[src/rtl/mem_bus_arbiter.sv]
// mem_bus_arbiter
// Shares one native memory-bus slave port between two masters.
// Arbitration is round-robin. A granted transaction stays locked to its owner
// until the slave answers, the owner withdraws, or the watchdog expires. When the
// watchdog expires, the transaction completes with an error and ERR_RDATA.
//
// Ports:
//   clk, reset                 system clock, synchronous active-high reset
//   m{0,1}_valid/addr/wdata/wstrb   master requests (wstrb == 0 means read)
//   m{0,1}_ready/rdata/error        per-master completion, read data, timeout strobe
//   s_valid/addr/wdata/wstrb        request forwarded to the slave
//   s_ready/rdata                   slave completion and read data
//   grant                      one-hot current owner, 00 when no owner
//   timeout_flag, timeout_clr  sticky timeout indicator and its clear
//
// state   | meaning
// IDLE    | no owner; picks the next master from the current requests
// BUSY    | owner's request is forwarded to the slave; watchdog running
// RELEASE | single dead cycle after a transaction so a late-dropping valid is not served twice
module mem_bus_arbiter #(
    parameter int          TIMEOUT_CYCLES = 1024,
    parameter logic [31:0] ERR_RDATA      = 32'hDEADBEEF
) (
    input  logic        clk,
    input  logic        reset,
    input  logic        m0_valid,
    input  logic [31:0] m0_addr,
    input  logic [31:0] m0_wdata,
    input  logic [3:0]  m0_wstrb,
    output logic        m0_ready,
    output logic [31:0] m0_rdata,
    output logic        m0_error,
    input  logic        m1_valid,
    input  logic [31:0] m1_addr,
    input  logic [31:0] m1_wdata,
    input  logic [3:0]  m1_wstrb,
    output logic        m1_ready,
    output logic [31:0] m1_rdata,
    output logic        m1_error,
    output logic        s_valid,
    output logic [31:0] s_addr,
    output logic [31:0] s_wdata,
    output logic [3:0]  s_wstrb,
    input  logic        s_ready,
    input  logic [31:0] s_rdata,
    output logic [1:0]  grant,
    output logic        timeout_flag,
    input  logic        timeout_clr
);

    localparam int WDOG_W = (TIMEOUT_CYCLES > 2) ? $clog2(TIMEOUT_CYCLES) : 1;
    localparam logic [WDOG_W-1:0] WDOG_LAST = WDOG_W'(TIMEOUT_CYCLES - 1);

    typedef enum logic [1:0] {
        ST_IDLE    = 2'd0,
        ST_BUSY    = 2'd1,
        ST_RELEASE = 2'd2
    } state_t;

    state_t            state_q, state_d;
    logic              owner_q, owner_d;
    logic              last_q, last_d;
    logic [WDOG_W-1:0] wdog_q, wdog_d;
    logic              timeout_flag_q, timeout_flag_d;

    logic        own_valid;
    logic        done;
    logic        err;
    logic [31:0] done_rdata;

    always_ff @(posedge clk) begin
        if (reset) begin
            state_q        <= ST_IDLE;
            owner_q        <= 1'b0;
            last_q         <= 1'b1;
            wdog_q         <= '0;
            timeout_flag_q <= 1'b0;
        end else begin
            state_q        <= state_d;
            owner_q        <= owner_d;
            last_q         <= last_d;
            wdog_q         <= wdog_d;
            timeout_flag_q <= timeout_flag_d;
        end
    end

    assign own_valid = owner_q ? m1_valid : m0_valid;

    always_comb begin
        state_d        = state_q;
        owner_d        = owner_q;
        last_d         = last_q;
        wdog_d         = wdog_q;
        timeout_flag_d = timeout_flag_q;
        done           = 1'b0;
        err            = 1'b0;
        grant          = 2'b00;
        s_valid        = 1'b0;

        if (timeout_clr) begin
            timeout_flag_d = 1'b0;
        end

        case (state_q)
            ST_IDLE: begin
                if (m0_valid || m1_valid) begin
                    // On a tie the master that was not served last wins.
                    if (m0_valid && m1_valid) begin
                        owner_d = ~last_q;
                    end else begin
                        owner_d = m1_valid;
                    end
                    state_d = ST_BUSY;
                    wdog_d  = '0;
                end
            end
            ST_BUSY: begin
                grant   = owner_q ? 2'b10 : 2'b01;
                s_valid = own_valid;
                if (!own_valid) begin
                    state_d = ST_RELEASE;
                    last_d  = owner_q;
                end else if (s_ready) begin
                    done    = 1'b1;
                    state_d = ST_RELEASE;
                    last_d  = owner_q;
                end else if (wdog_q == WDOG_LAST) begin
                    // Timeout set has priority over a simultaneous clear.
                    done           = 1'b1;
                    err            = 1'b1;
                    timeout_flag_d = 1'b1;
                    state_d        = ST_RELEASE;
                    last_d         = owner_q;
                end else begin
                    wdog_d = wdog_q + 1'b1;
                end
            end
            ST_RELEASE: begin
                state_d = ST_IDLE;
            end
            default: begin
                state_d = ST_IDLE;
            end
        endcase
    end

    assign done_rdata = err ? ERR_RDATA : s_rdata;

    assign s_addr  = owner_q ? m1_addr  : m0_addr;
    assign s_wdata = owner_q ? m1_wdata : m0_wdata;
    assign s_wstrb = owner_q ? m1_wstrb : m0_wstrb;

    assign m0_ready = done && !owner_q;
    assign m1_ready = done &&  owner_q;
    assign m0_error = err  && !owner_q;
    assign m1_error = err  &&  owner_q;
    assign m0_rdata = m0_ready ? done_rdata : 32'h0;
    assign m1_rdata = m1_ready ? done_rdata : 32'h0;

    assign timeout_flag = timeout_flag_q;

endmodule

[config.mk]
export PLATFORM = sky130hd
export DESIGN_NAME = mem_bus_arbiter
export DESIGN_NICKNAME = d
export VERILOG_FILES = /design/src/rtl/mem_bus_arbiter.sv
export SDC_FILE = /design/constraint.sdc
export NUM_CORES = 1
export LEC_CHECK = 0
export BUFFER_PORTS_ARGS = -buffer_cell sky130_fd_sc_hd__buf_2
export CAP_MARGIN = 20
export CELL_PAD_IN_SITES_DETAIL_PLACEMENT = 1
export CELL_PAD_IN_SITES_GLOBAL_PLACEMENT = 2
export CORE_ASPECT_RATIO = 1.5
export CORE_MARGIN = 3
export CORE_UTILIZATION = 14
export DETAILED_ROUTE_END_ITERATION = 6
export HOLD_SLACK_MARGIN = 0.06
export PLACE_DENSITY = 0.95
export SLEW_MARGIN = 20
export SYNTH_ARGS = -nofsm -noshare
export SYNTH_HDL_FRONTEND = slang
export SYNTH_SLANG_ARGS = --single-unit
[constraint.sdc]
create_clock -name clk -period 6.1 [get_ports clk]
set_input_delay 0.61 -clock clk [delete_from_list [all_inputs] [get_ports clk]]
set_output_delay 0.61 -clock clk [all_outputs]
set_load 0.02 [all_outputs]
==> results of run 1 <==
where the power goes:
| part | internal [mW] | total [mW] | switching, mW |
|---|---|---|---|
| clock | 0.0878 | 0.134 | 0.0458 |
| combinational | 0.125 | 0.288 | 0.164 |
| sequential | 0.101 | 0.117 | 0.0165 |
worst register-to-register path, stage by stage (launching register included):
cell      delay [ns]
dfxtp_1         0.42
ha_1            0.23
nand4_2         0.20
nor3_2          0.73
buf_4           0.38
nor4b_1         0.09
a211oi_1        0.24
layout by cell type, fill, tap and decap left out, types with 2 or more instances in the layout:
cell type  count
nor3b_1        2
o31a_1         2
nor2_4         9
nor3_2         2
clkbuf_16      3
a211oi_1       2
a21oi_1       32
nand4_1        2
mux2_2        69
or3_1          4
dfxtp_1       14
or4_1          2
and2_1        18
inv_1          4
buf_4          2
and3_1         3
o21ai_0        5
diode_2        3
nand2_1       12
nand2b_1       4
buf_2        313
nor2_1        43
o211ai_1       4
nand3_1        4
flip-flops by register name, summed over array words and instances, names as in the netlist:
name	cells
owner_q	1
last_q	1
wdog_q	10
state_q	2
timeout_flag	1
per-stage QoR:
step | setup WS (ns) | utilization | hold WS (ns) | cells | cell area (µm²)
global placement | 2.512 | 0.2571 | 0.4635 | 771 | 3910
floorplan | 3.533 | - | 0.4624 | 277 | 2185
detailed placement | 2.467 | 0.2571 | 0.4685 | 771 | 3910
global route | 2.472 | 0.2644 | 0.4997 | 777 | 4021
finish | 2.652 | 0.2649 | 0.4755 | 780 | 4029
CTS | 2.202 | 0.2624 | 0.4788 | 775 | 3990
worst paths after layout:
kind	start	endpoint	slack (ns)	depth (start not counted)
worst max-delay path	owner_q$_SDFFE_PP0P_	m1_rdata[0]	2.65	7
worst min register to register	timeout_flag$_SDFF_PP0_	timeout_flag$_SDFF_PP0_	0.48	2
worst max register to register	wdog_q[0]$_SDFFE_PP0P_	wdog_q[3]$_SDFFE_PP0P_	3.71	6
worst min-delay path	timeout_flag$_SDFF_PP0_	timeout_flag$_SDFF_PP0_	0.48	2
logic make-up after synthesis:
group                      count (synthesis)
muxes                                     70
DFF                                       15
adders and majority gates                  1
buffers and inverters                     24
and+or+nand+nor                          115
AOI/OAI and AO/OA                         52
layer usage:
metal	global-route usage	vias to the layer above	part of all wire
met1	0.2024	1500	0.39
met2	0.2828	215	0.45
met3	0.09574	13	0.15
met4	0.03733	4	0.013
met5	0	-	0.0011
li1	-	1593	-
layout make-up:
| type | instances | area [µm²] |
|---|---|---|
| Clock inverter | 1 | 5.005 |
| Sequential cell | 15 | 304.0 |
| Tap cell | 199 | 249.0 |
| Fill cell | 1972 | 11180 |
| Inverter | 4 | 15.01 |
| Timing Repair Buffer | 317 | 1608 |
| Antenna cell | 3 | 7.507 |
| Clock buffer | 3 | 75.07 |
| Multi-Input combinational cell | 238 | 1765 |
==> flow_metrics.tcl, run 1 <==
set metrics [dict create \
    finalSetupViolCount 0 \
    p_leak_nw 2.147 \
    path_delay_family "flip-flops" \
    synth_top_flop_cell "dfxtp_1" \
    drt_wl_total_mm 15.85 \
    worst_slew_pin_slew_ns 0.9835 \
    final_antenna_net_count 0 \
    fin_crit_sh 0.5652 \
    crit_required_ns 5.49 \
    grt_use_total 0.1748 \
    ys_seq_area_frac 0.1375 \
    overflow 0 \
    place_congestion 0.8635 \
    cp_num_buf_inv 3 \
    hold_viol 0 \
    synth_top_family_by_area "multiplexers" \
    slew_viol_final 0 \
    post_drt_wl_per_cell_um 20.32 \
    dr.pass1.iters 4 \
    yosys.area_share.simple 0.2944 \
    min_path_type "flip-flop to flip-flop" \
    yosysTopAreaCell "mux2_2" \
    post-route-min-period_ns 3.448 \
    final_nets 754 \
    die-area_um2 17170 \
    fin_skew_ns 0.0008003 \
    fmax_mhz 290.0 \
    hpwl_mm 13.76 \
    worst_ep_arrival_time_ns 2.84 \
    area.growth.synth_to_final_pct 84.42 \
    synth_edf_count 0 \
    worstPathCellList "mux2_2 -> nand2_1 -> inv_1 -> nand3b_1 -> buf_6 -> nor2_1 -> buf_2" \
    holdBufCountCts 0 \
    async_flop_share 0 \
    vias_per_cell 4.263 \
    rows 55 \
    chipHeight_um 159.0 \
    maxSlewHeadroom 0.3444 \
    synth_top_area_share 0.3557 \
    crit_type "flip-flop to primary output" \
    synthAdderAreaFrac 0.005727 \
    dr_total_vias 3325 \
    ios 314 \
    clk_latency_ns 0.25 \
    drt_iter0_drc 79 \
    clkTransAtPathRegs_ns 0.05 \
    syn_area_per_cell_um2 7.887 \
    status "complete, no violations" \
    max-vdd-ir-drop_uv 74.77 \
    numClockSinks 15 \
    yosysMostFrequentCell "mux2_2" \
    yosys-top-cells-area "mux2_2, dfxtp_1, nor2_1, a21oi_1, and2_1" \
    start_kind "flip-flop" \
    synth_area_um2 2185 \
    cellPowerDensity_nw_per_um2 133.8 \
    cap_viol_max_count 0 \
    synthMuxAreaShare 0.3603 \
    cts_buffers 3 \
    yosys-top-cells-count "mux2_2, nor2_1, a21oi_1, and2_1, dfxtp_1" \
    grt_pass1_wl_mm 21.91 \
    synth-compound-area-share 0.1403 \
    core-area_um2 15210 \
    clock_tree.root_cell "clkbuf_16" \
    antenna_found_initial 5 \
    ys_types 44 \
    cts_max_path_buffers 2 \
    ys_warn_count 0 \
    cts_tree "done" \
    fin_setup_tns_ns 0 \
    p_total_mw 0.5391 \
    grt_max_degree 80 \
    die_w_um 108.0 \
    end_kind "primary output" \
    post_cts_resized 0 \
    portBuffers 313 \
    cts.htree.levels 1 \
    start_util 0.1436 \
    cp_slowest_stage_delay_ns 0.97 \
    crit_fanout 79 \
    crit_slowest_cell "dfxtp_4" \
    ys_ff_latch 15 \
    synthXorXnorAreaFrac 0 \
    drive_above_1_share 0.7024 \
    synth_nets 452 \
    grt_pass1_vias 3495 \
    netlist_instances 277 \
    rsz0062_at_grt "no" \
    cts_setup_buffers 0 \
    drc 0 \
]
No activity file was read; power rests on OpenSTA's default activity.
==> inputs of run 2 (changes only) <==
--- a/config.mk
+++ b/config.mk
@@ -11,10 +11,10 @@
 export CELL_PAD_IN_SITES_GLOBAL_PLACEMENT = 2
 export CORE_ASPECT_RATIO = 1.5
 export CORE_MARGIN = 3
-export CORE_UTILIZATION = 14
+export CORE_UTILIZATION = 12
 export DETAILED_ROUTE_END_ITERATION = 6
 export HOLD_SLACK_MARGIN = 0.06
-export PLACE_DENSITY = 0.95
+export PLACE_DENSITY = 0.88
 export SLEW_MARGIN = 20
 export SYNTH_ARGS = -nofsm -noshare
 export SYNTH_HDL_FRONTEND = slang
==> constraint.sdc (replaced) <==
create_clock -name clk -period 3 [get_ports clk]
set_input_delay 0.3 -clock clk [delete_from_list [all_inputs] [get_ports clk]]
set_output_delay 0.3 -clock clk [all_outputs]
set_load 0.02 [all_outputs]
==> flow_metrics.tcl, run 2 (synthesized netlist as in run 1, its figures left out) <==
set metrics [dict create \
    regToRegSetupSlack_ns 1.15 \
    layout_common_cells "buf_2, mux2_2, nor2_1" \
    slew_viol_final 0 \
    max-vdd-ir-drop_uv 165.9 \
    fillers 2219 \
    fin_area_um2 4069 \
    placed_cells 793 \
    holdBufCountCts 0 \
    p_leak_nw 2.169 \
    cp_slowest_stage_delay_ns 0.40 \
    dr.pass1.iters 4 \
    min_path_type "input pin to flip-flop" \
    antenna_found_initial 3 \
    area.growth.synth_to_final_pct 86.25 \
    drc 0 \
    clockPowerShare 0.249 \
    drive_above_1_share 0.7021 \
    cts_buffers 3 \
    regMostFlops "wdog_q" \
    crit_type "flip-flop to primary output" \
    fin_skew_ns 0.003478 \
    vias_per_cell 4.162 \
    largest_reg_flops 10 \
    hold_viol 0 \
    clkTransAtPathRegs_ns 0.05 \
    drt_iter0_drc 42 \
    grt_pass1_wl_mm 20.73 \
    worst_slew_pin_slew_ns 0.8451 \
    drt_wl_total_mm 15.71 \
    final_cells 798 \
    worst_ep_arrival_time_ns 2.38 \
    status "complete, no violations" \
    overflow 0 \
    core-area_um2 17640 \
    combPwrFrac 0.557 \
    crit_fanout 12 \
    grt_max_degree 70 \
    numClockSinks 15 \
    fin_setup_tns_ns 0 \
    p_total_mw 1.097 \
    post_cts_resized 0 \
    start_util 0.1238 \
    worstPathCellList "ha_1 -> nand4_2 -> o31a_1 -> or3_1 -> buf_4 -> nor2_1 -> buf_2" \
    finalSetupViolCount 0 \
    cellPowerDensity_nw_per_um2 269.7 \
    maxSlewHeadroom 0.4366 \
    cts.htree.levels 1 \
    post-route-min-period_ns 2.680 \
    place_congestion 0.8100 \
    portBuffers 313 \
    crit_slowest_cell "dfxtp_1" \
    final_antenna_net_count 0 \
    intPower_mw 0.6410 \
    grt_pass1_vias 3412 \
    pwr-share-seq 0.194 \
    chipHeight_um 171.3 \
    fin_crit_sh 0.8933 \
    die_w_um 116.2 \
    cts_max_path_buffers 2 \
    grt_use_total 0.1447 \
    rows 59 \
    rsz0062_at_grt "no" \
    layout_commonest_cell "buf_2" \
    hpwl_mm 14.07 \
    placed_area_um2 3988 \
    start_kind "flip-flop" \
    cap_viol_max_count 0 \
    end_kind "primary output" \
    cts_tree "done" \
    clk_latency_ns 0.25 \
    ios 314 \
    final_nets 760 \
    die-area_um2 19890 \
    post_drt_wl_per_cell_um 19.68 \
    dr_total_vias 3321 \
    clock_tree.root_cell "clkbuf_16" \
    reg_top3 "wdog_q x10, state_q x2" \
    switching_share 0.4158 \
    crit_required_ns 2.70 \
    fmax_mhz 373.1 \
    p_sw_mw 0.4563 \
    cts_setup_buffers 0 \
]
-- run 2: metrics by stage --
stage               utilization  setup WS (ns)  hold slack, ns
floorplan                     -         0.7432          0.4624
global placement         0.2260         0.6801          0.4666
detailed placement       0.2260         0.5816          0.4652
CTS                      0.2305         0.3118          0.3074
global route             0.2306         0.1543          0.3287
finish                   0.2306         0.3200          0.3091
-- run 2: power groups by stage --
stage,combinational [mW],clock [mW],sequential (mW)
3_3_place_gp,0.615,0,0.218
2_1_floorplan,0.336,0,0.212
3_5_place_dp,0.619,0,0.218
4_1_cts,0.623,0.281,0.214
5_1_grt,0.657,0.285,0.215
6_report,0.611,0.273,0.213
-- run 2: final cells by class --
class / instances / area [µm²] / area share
multi-input cells: 238 / 1760 / 0.4327
repair buffers: 323 / 1642 / 0.4034
flip-flops and latches: 15 / 304.0 / 0.07472
well taps: 213 / 266.5 / 0.06550
clock buffers: 4 / 78.83 / 0.01937
inverters: 4 / 15.01 / 0.003690
diodes: 1 / 2.502 / 0.0006150
-- run 2: metal layers --
layer | vias to the layer above | global-route usage | wire [µm]
met4 | 2 | 0.03937 | 209
met3 | 9 | 0.05737 | 1741
met5 | - | 0 | 13
met1 | 1482 | 0.1765 | 6423
met2 | 221 | 0.2358 | 7316
li1 | 1607 | - | -
-- run 2: worst max-delay path: cells and delay by family, from the launching register on --
| kind | cells | cell delay (ns) |
|---|---|---|
| adders and majority gates | 1 | 0.22 |
| DFF | 1 | 0.40 |
| AOI/OAI and AO/OA | 1 | 0.38 |
| buffers and inverters | 2 | 0.41 |
| and+or+nand+nor | 3 | 0.70 |
-- run 2: path summary, 6_finish.rpt --
check | end | depth (start not counted) | start
worst max-delay path | m0_rdata[11] | 7 | wdog_q[0]$_SDFFE_PP0P_
worst min-delay path | timeout_flag$_SDFF_PP0_ | 3 | timeout_clr
worst max register to register | wdog_q[4]$_SDFFE_PP0P_ | 5 | wdog_q[0]$_SDFFE_PP0P_
worst min register to register | timeout_flag$_SDFF_PP0_ | 2 | timeout_flag$_SDFF_PP0_
==> inputs of run 3 (changes only) <==
--- a/config.mk
+++ b/config.mk
@@ -15,6 +15,7 @@
 export DETAILED_ROUTE_END_ITERATION = 6
 export HOLD_SLACK_MARGIN = 0.06
 export PLACE_DENSITY = 0.88
+export RECOVER_POWER = 25
 export SLEW_MARGIN = 20
 export SYNTH_ARGS = -nofsm -noshare
 export SYNTH_HDL_FRONTEND = slang
==> flow_metrics.tcl, run 3 (synthesized netlist as in run 1, its figures left out) <==
set metrics [dict create \
    status "complete, no violations" \
    crit_type "flip-flop to primary output" \
    largest_reg_flops 10 \
    cts_setup_buffers 0 \
    dr.pass1.iters 4 \
    cts_buffers 3 \
    regMostFlops "wdog_q" \
    min_path_type "input pin to flip-flop" \
    cts_max_path_buffers 2 \
    fin_skew_ns 0.004162 \
    start_util 0.1238 \
    fin_crit_sh 0.9048 \
    final_nets 760 \
    hold_viol 0 \
    clk_latency_ns 0.25 \
    drive_above_1_share 0.6695 \
    finalSetupViolCount 0 \
    grt_use_total 0.1447 \
    p_leak_nw 2.113 \
    vias_per_cell 4.133 \
    slew_viol_final 0 \
    post_cts_resized 0 \
    rsz0062_at_grt "no" \
    end_kind "primary output" \
    cts_tree "done" \
    cts.htree.levels 1 \
    fillers 2228 \
    reg2reg_depth 5 \
    overflow 0 \
    numClockSinks 15 \
    antenna_found_initial 3 \
    holdBufCountCts 0 \
    die_w_um 116.2 \
    fmax_mhz 368.4 \
    max-vdd-ir-drop_uv 166.2 \
    place_congestion 0.8100 \
    final_antenna_net_count 0 \
    start_kind "flip-flop" \
    portBuffers 313 \
    final_cells 798 \
    rows 59 \
    worst_ep_arrival_time_ns 2.41 \
    core-area_um2 17640 \
    layout_commonest_cell "buf_2" \
    clock_tree.root_cell "clkbuf_16" \
    grt_pass1_wl_mm 20.73 \
    die-area_um2 19890 \
    worst_slew_pin_slew_ns 0.8462 \
    area.growth.synth_to_final_pct 84.71 \
    ios 314 \
    post_drt_wl_per_cell_um 19.67 \
    reg_top3 "wdog_q x10, state_q x2" \
    cap_viol_max_count 0 \
    grt_max_degree 70 \
    cellPowerDensity_nw_per_um2 271.0 \
    drt_iter0_drc 56 \
    whs_path_depth 3 \
    drt_wl_total_mm 15.69 \
    drc 0 \
    hpwl_mm 14.07 \
    dr_total_vias 3298 \
    crit_required_ns 2.70 \
    layout_common_cells "buf_2, mux2_2, nor2_1" \
    fin_setup_tns_ns 0 \
    post-route-min-period_ns 2.715 \
    placed_cells 793 \
    chipHeight_um 171.3 \
    grt_pass1_vias 3412 \
    clkTransAtPathRegs_ns 0.05 \
    maxSlewHeadroom 0.4359 \
    crit_fanout 11 \
]
[run 3: cell count changes in the layout (fill, tap and decap cells not counted), sizes merged]
cell and change:
buf -16, clkbuf +16
[run 3: where the power goes]
part | total (mW) | internal [mW] | switching, mW | leakage (nW)
combinational | 0.606 | 0.250 | 0.356 | 1.95
sequential | 0.214 | 0.205 | 0.00893 | 0.122
clock | 0.274 | 0.181 | 0.0933 | 0.0382
total | 1.09 | 0.635 | 0.458 | 2.11
[run 3: worst max-delay path, cell delays in order, from the launching register on]
cell	delay, ns
dfxtp_1	0.65
mux2_1	0.37
nand2_1	0.14
nor3_1	0.28
clkbuf_1	0.35
and2_0	0.19
buf_2	0.17
[run 3: per-layer routing]
| layer | up-vias | part of all wire | global-route usage |
|---|---|---|---|
| li1 | 1604 | - | - |
| met4 | 2 | 0.013 | 0.03937 |
| met2 | 221 | 0.47 | 0.2358 |
| met3 | 9 | 0.11 | 0.05737 |
| met5 | - | 0.00083 | 0 |
| met1 | 1462 | 0.41 | 0.1765 |
[run 3: through the flow]
step | cell area (µm²) | power [mW] | util | worst slack [ns] | hold slack, ns
after floorplan | 2185 | 0.5482 | - | 0.7432 | 0.4624
after global placement | 3988 | 0.8330 | 0.2260 | 0.6801 | 0.4666
after detailed placement | 3988 | 0.8363 | 0.2260 | 0.5816 | 0.4652
after CTS | 4066 | 1.117 | 0.2305 | 0.3118 | 0.3074
after global routing | 4035 | 1.151 | 0.2287 | 0.1171 | 0.3286
final | 4035 | 1.094 | 0.2287 | 0.2855 | 0.3098
[run 3: path summary, 6_finish.rpt]
path / from / end / slack (ns)
hold reg to reg: timeout_flag$_SDFF_PP0_ / timeout_flag$_SDFF_PP0_ / 0.47
hold / removal: timeout_clr / timeout_flag$_SDFF_PP0_ / 0.31
setup reg to reg: wdog_q[0]$_SDFFE_PP0P_ / wdog_q[4]$_SDFFE_PP0P_ / 1.14
setup / recovery: owner_q$_SDFFE_PP0P_ / m0_rdata[17] / 0.29
[run 3: area by class of cell]
class,count,area [µm²],area share
multi-input cells,238,1755,0.4350
flip-flops and latches,15,300.3,0.07442
diodes,1,2.502,0.0006202
repair buffers,323,1617,0.4006
inverters,4,15.01,0.003721
well taps,213,266.5,0.06605
clock buffers,4,78.83,0.01953
